--- config.mk ---
export PLATFORM = sky130hd
export DESIGN_NAME = reg_file_mp
export DESIGN_NICKNAME = d
export VERILOG_FILES = /design/src/rtl/reg_file_mp_pkg.sv /design/src/rtl/rf_read_port.sv /design/src/rtl/reg_file_mp.sv
export SDC_FILE = /design/constraint.sdc
export NUM_CORES = 2
export LEC_CHECK = 0
export BUFFER_PORTS_ARGS = -buffer_cell sky130_fd_sc_hd__buf_2
export CORE_MARGIN = 4
export CORE_UTILIZATION = 45
export CTS_CLUSTER_DIAMETER = 120
export DETAILED_ROUTE_END_ITERATION = 8
export SLEW_MARGIN = 20
export SYNTH_ARGS = -nofsm -noshare
export SYNTH_HDL_FRONTEND = slang
export SYNTH_HIERARCHICAL = 1
export SYNTH_SLANG_ARGS = --single-unit
--- constraint.sdc ---
create_clock -name clk -period 5.1 [get_ports clk]
set_input_delay 1.02 -clock clk [delete_from_list [all_inputs] [get_ports clk]]
set_output_delay 1.02 -clock clk [all_outputs]
set_load 0.02 [all_outputs]
--- src/rtl/reg_file_mp_pkg.sv ---
// Shared constants for the multi-port MIPS32 register file family.
package reg_file_mp_pkg;

  localparam int MIPS_DATA_W   = 32;
  localparam int MIPS_ADDR_W   = 5;
  localparam int MIPS_REG_ZERO = 0;
  localparam int MIPS_NUM_RD   = 3;

endpackage : reg_file_mp_pkg

--- src/rtl/rf_read_port.sv ---
// One combinational read port: zero-register override, optional write bypass,
// then stored value gated by the scoreboard busy bit.
module rf_read_port
  import reg_file_mp_pkg::*;
#(
  parameter int DATA_W   = MIPS_DATA_W,
  parameter int ADDR_W   = MIPS_ADDR_W,
  parameter int BYPASS   = 1,
  parameter int ZERO_REG = 1
) (
  input  logic [ADDR_W-1:0] addr,
  input  logic [DATA_W-1:0] stored,
  input  logic              busy,
  input  logic              we0,
  input  logic [ADDR_W-1:0] wa0,
  input  logic [DATA_W-1:0] wd0,
  input  logic              we1,
  input  logic [ADDR_W-1:0] wa1,
  input  logic [DATA_W-1:0] wd1,
  output logic [DATA_W-1:0] data,
  output logic              ready
);

  // Port 1 is checked before port 0 so the forwarded value matches what gets stored.
  always_comb begin
    data  = stored;
    ready = ~busy;
    if (ZERO_REG != 0 && addr == ADDR_W'(MIPS_REG_ZERO)) begin
      data  = '0;
      ready = 1'b1;
    end else if (BYPASS != 0 && we1 && wa1 == addr) begin
      data  = wd1;
      ready = 1'b1;
    end else if (BYPASS != 0 && we0 && wa0 == addr) begin
      data  = wd0;
      ready = 1'b1;
    end
  end

endmodule : rf_read_port

--- src/rtl/reg_file_mp.sv ---
// Multi-port register file: NUM_RD combinational reads, two synchronous writes
// (port 1 wins), optional write bypass and a per-register busy scoreboard.
module reg_file_mp
  import reg_file_mp_pkg::*;
#(
  parameter int DATA_W   = MIPS_DATA_W,
  parameter int ADDR_W   = MIPS_ADDR_W,
  parameter int NUM_RD   = MIPS_NUM_RD,
  parameter int BYPASS   = 1,
  parameter int ZERO_REG = 1
) (
  input  logic                       clk,
  input  logic                       reset,
  input  logic                       RegWrite0,
  input  logic [ADDR_W-1:0]          WriteRegister0,
  input  logic [DATA_W-1:0]          WriteData0,
  input  logic                       RegWrite1,
  input  logic [ADDR_W-1:0]          WriteRegister1,
  input  logic [DATA_W-1:0]          WriteData1,
  input  logic [NUM_RD*ADDR_W-1:0]   ReadRegister,
  output logic [NUM_RD*DATA_W-1:0]   ReadData,
  output logic [NUM_RD-1:0]          ReadReady,
  input  logic                       MarkBusy,
  input  logic [ADDR_W-1:0]          MarkRegister,
  output logic [(2**ADDR_W)-1:0]     BusyVec
);

  localparam int DEPTH = 2**ADDR_W;

  logic [DATA_W-1:0] rf_reg [DEPTH];
  logic [DEPTH-1:0]  busy_reg;
  logic [DEPTH-1:0]  busy_next;
  logic              wr_ok0;
  logic              wr_ok1;
  logic              mark_ok;

  // Address 0 is a sink when hardwired: neither stored nor marked busy.
  assign wr_ok0  = RegWrite0 && !(ZERO_REG != 0 && WriteRegister0 == ADDR_W'(MIPS_REG_ZERO));
  assign wr_ok1  = RegWrite1 && !(ZERO_REG != 0 && WriteRegister1 == ADDR_W'(MIPS_REG_ZERO));
  assign mark_ok = MarkBusy  && !(ZERO_REG != 0 && MarkRegister   == ADDR_W'(MIPS_REG_ZERO));

  // Clears first, set last: a fresh producer issued this cycle keeps the register pending.
  always_comb begin
    busy_next = busy_reg;
    if (wr_ok0)  busy_next[WriteRegister0] = 1'b0;
    if (wr_ok1)  busy_next[WriteRegister1] = 1'b0;
    if (mark_ok) busy_next[MarkRegister]   = 1'b1;
  end

  always_ff @(posedge clk) begin
    if (reset) begin
      for (int i = 0; i < DEPTH; i++) rf_reg[i] <= '0;
      busy_reg <= '0;
    end else begin
      if (wr_ok0) rf_reg[WriteRegister0] <= WriteData0;
      // Later assignment wins, giving port 1 priority on an address collision.
      if (wr_ok1) rf_reg[WriteRegister1] <= WriteData1;
      busy_reg <= busy_next;
    end
  end

  assign BusyVec = busy_reg;

  generate
    for (genvar gi = 0; gi < NUM_RD; gi++) begin : g_rd
      logic [ADDR_W-1:0] rd_addr;
      assign rd_addr = ReadRegister[gi*ADDR_W +: ADDR_W];

      rf_read_port #(
        .DATA_W   (DATA_W),
        .ADDR_W   (ADDR_W),
        .BYPASS   (BYPASS),
        .ZERO_REG (ZERO_REG)
      ) u_port (
        .addr   (rd_addr),
        .stored (rf_reg[rd_addr]),
        .busy   (busy_reg[rd_addr]),
        .we0    (RegWrite0),
        .wa0    (WriteRegister0),
        .wd0    (WriteData0),
        .we1    (RegWrite1),
        .wa1    (WriteRegister1),
        .wd1    (WriteData1),
        .data   (ReadData[gi*DATA_W +: DATA_W]),
        .ready  (ReadReady[gi])
      );
    end
  endgenerate

endmodule : reg_file_mp
==> results.sh <==
export IMPL_tns_ns=0
export IMPL_cts_made_buffers=120
export IMPL_synth_ff_type="edfxtp_1"
export IMPL_ant_nets=1
export IMPL_synth_cells=6854
export IMPL_worstMarginPinSlew_ns=1.31
export IMPL_netlist_area_um2=74300
export IMPL_viasPerCell=7.76
export IMPL_synthArstFlopShare_pct=0
export IMPL_core_area_um2=164000
export IMPL_setup_viol=0
export IMPL_chipWidth_um=414
export IMPL_path_clk_slew_ns=0.06
export IMPL_cts_setup_buffers=0
export IMPL_layout_drive_gt1_share_pct=15.5
export IMPL_portBuffers=229
export IMPL_synth_area_leaders="edfxtp_1, mux2i_1, a22o_1"
export IMPL_synth_seq_cells=1056
export IMPL_rows=148
export IMPL_dpl_hpwl_mm=234
export IMPL_h_tree_depth=3
export IMPL_grtUsageTotal_pct=42.4
export IMPL_grt_pass1_vias=67100
export IMPL_critPathLaunchType="input port"
export IMPL_cp_max_fo=34
export IMPL_dieArea_um2=172000
export IMPL_gp_congestion=0.973
export IMPL_largest_reg_flops=1024
export IMPL_endpoint_kind="output pin"
export IMPL_vdd_ir_drop_max_mv=0.296
export IMPL_root_buffer="clkbuf_16"
export IMPL_dpl_cell_count=8821
export IMPL_rsz0062_at_grt="false"
export IMPL_critPathSlowestCell="nand3_1"
export IMPL_maxSlewViolCount=0
export IMPL_slew_headroom_pct=12.4
export IMPL_drc=0
export IMPL_antenna_found_initial=19
export IMPL_path_class="input port to output pin"
export IMPL_cts_tree="done"
export IMPL_syn_avg_cell_area_um2=10.8
export IMPL_violations="antenna violations"
export IMPL_grt_max_degree=73
export IMPL_synth_edf_count=1024
export IMPL_max_freq_mhz=197
export IMPL_timing_final_ws_setup_ns=0.0256
export IMPL_cp_arrival_ns=4.05
export IMPL_critPathTopFamily="compound AO/OA/AOI/OAI gates"
export IMPL_fin_crit_sh_pct=99.5
export IMPL_cts_sinks=1056
export IMPL_synth_cell_types=51
export IMPL_die_y_um=414
export IMPL_crit_chain="buf_8 > buf_4 > mux2i_1 > a22o_1 > nor3_1 > a31oi_1 > nand3_1 > o21ai_0 > a311oi_2 > buf_2"
export IMPL_timing_hold_ws_ns=0.545
export IMPL_start_util_pct=45.5
export IMPL_min_path_type="register to register"
export IMPL_path_buf_inv=3
export IMPL_place_ws_ns=0.334
export IMPL_yosysTopAreaCell="edfxtp_1"
export IMPL_clk_latency_ns=0.78
export IMPL_status="finished with violations"
export IMPL_synthMostInstantiatedCell="mux2i_1"
export IMPL_wirelength_mm=383
export IMPL_vias=70300
export IMPL_holdPathStages=2
export IMPL_dr_pass1_iters=8
export IMPL_wl_per_cell_um=42.3
export IMPL_yosys_top_cells_count="mux2i_1, a22o_1, edfxtp_1, clkbuf_1, nand2_1"
export IMPL_r2r_cells=2
export IMPL_nets=6868
export IMPL_crit_required_ns=4.08
export IMPL_initialDrtViolationCount=11400
export IMPL_slowest_delay_ns=0.57
export IMPL_p_leak_nw=32.3
export IMPL_yosysWarningCount=6
export IMPL_area_delta_synth_final_pct=13.0
export IMPL_p_per_area_nw_per_um2=296
export IMPL_synth_top_cell_area_share_pct=41.4
export IMPL_grt_ovfl_total=0
export IMPL_cap_violations=0
export IMPL_cts_hold_buf=0
export IMPL_pin_count=230
export IMPL_skew_ns=0
export IMPL_grt_pass1_wl_mm=525
export IMPL_cts_resized_gates=0
export IMPL_path_depth=10
export IMPL_finalNonFillerCells=9064
export IMPL_fin_util_pct=51.4
export IMPL_final_hold_violation_count=0
export IMPL_yosysSeqAreaShare_pct=42.2
export IMPL_final_min_clock_period_ns=5.07
export IMPL_cts_buffer_depth=3
==> worst reg2reg max path: cells and delay by family (launching register included) <==
| kind | cells | cell delay [ns] |
|---|---|---|
| flops | 1 | 0.78 |
| compound gates | 2 | 0.79 |
==> where the power goes <==
part | internal [mW] | total, mW | leakage [nW] | switching, mW
clock | 5.24 | 9.14 | 1.96 | 3.91
sequential | 10.1 | 10.5 | 10.1 | 0.449
combinational | 1.65 | 5.14 | 20.3 | 3.49
==> routing by layer <==
layer / vias to the layer above / routed length, µm / share of wire (%) / GRT usage (%)
li1: 27200 / - / - / -
met4: 20 / 42800 / 11 / 38.9
met2: 6585 / 158000 / 41 / 60.8
met3: 2143 / 53500 / 14 / 14.1
met1: 34300 / 129000 / 34 / 49.9
met5: - / 155 / 0.040 / 0.222
==> cells by family (layout without fill, tap and decap cells) <==
logic type	count (synthesis)	in the layout	share of synthesized area (%)
other cells	1	52	0.00505
flops	1056	1056	42.2
mux	1575	1575	21.2
simple gates	1105	1105	7.46
xor+xnor	30	30	0.354
compound gates	2151	2151	23.1
buf+inv	936	920	5.61
==> final cells by class <==
type / instances / area, µm²
Antenna cell: 20 / 50.0
Clock buffer: 143 / 3110
Clock inverter: 79 / 898
Fill cell: 14300 / 79500
Inverter: 33 / 124
Multi-Input combinational cell: 4893 / 39800
Sequential cell: 1056 / 31400
Tap cell: 2175 / 2720
Timing Repair Buffer: 665 / 5840
==> per-stage QoR <==
| step | power [mW] | cell area, µm² |
|---|---|---|
| 2_1_floorplan | 13.4 | 74400 |
| 3_3_place_gp | 15.5 | 79900 |
| 3_5_place_dp | 15.5 | 79900 |
| 4_1_cts | 24.5 | 83900 |
| 5_1_grt | 25.2 | 83900 |
| 6_report | 24.8 | 84000 |
==> layout by cell type (no fill, tap or decap), types with 108 or more instances in the layout <==
| cell | count |
|---|---|
| nand2_1 | 319 |
| clkbuf_16 | 120 |
| a22o_1 | 1190 |
| o21ai_0 | 108 |
| a21oi_1 | 300 |
| nor3_1 | 199 |
| mux2i_1 | 1575 |
| buf_4 | 328 |
| buf_2 | 224 |
| edfxtp_1 | 1024 |
| nand3_1 | 306 |
| buf_12 | 109 |
| a22oi_1 | 297 |
==> worst paths after layout <==
path | startpoint | end | slack, ns
setup reg to reg | BusyVec[2]$_SDFF_PP0_ | BusyVec[2]$_SDFF_PP0_ | 3.46
hold reg to reg | BusyVec[22]$_SDFF_PP0_ | BusyVec[22]$_SDFF_PP0_ | 0.54
setup / recovery | ReadRegister[1] | ReadData[11] | 0.03
hold / removal | BusyVec[22]$_SDFF_PP0_ | BusyVec[22]$_SDFF_PP0_ | 0.54
Note: power is estimated with default switching activity, not from simulation.
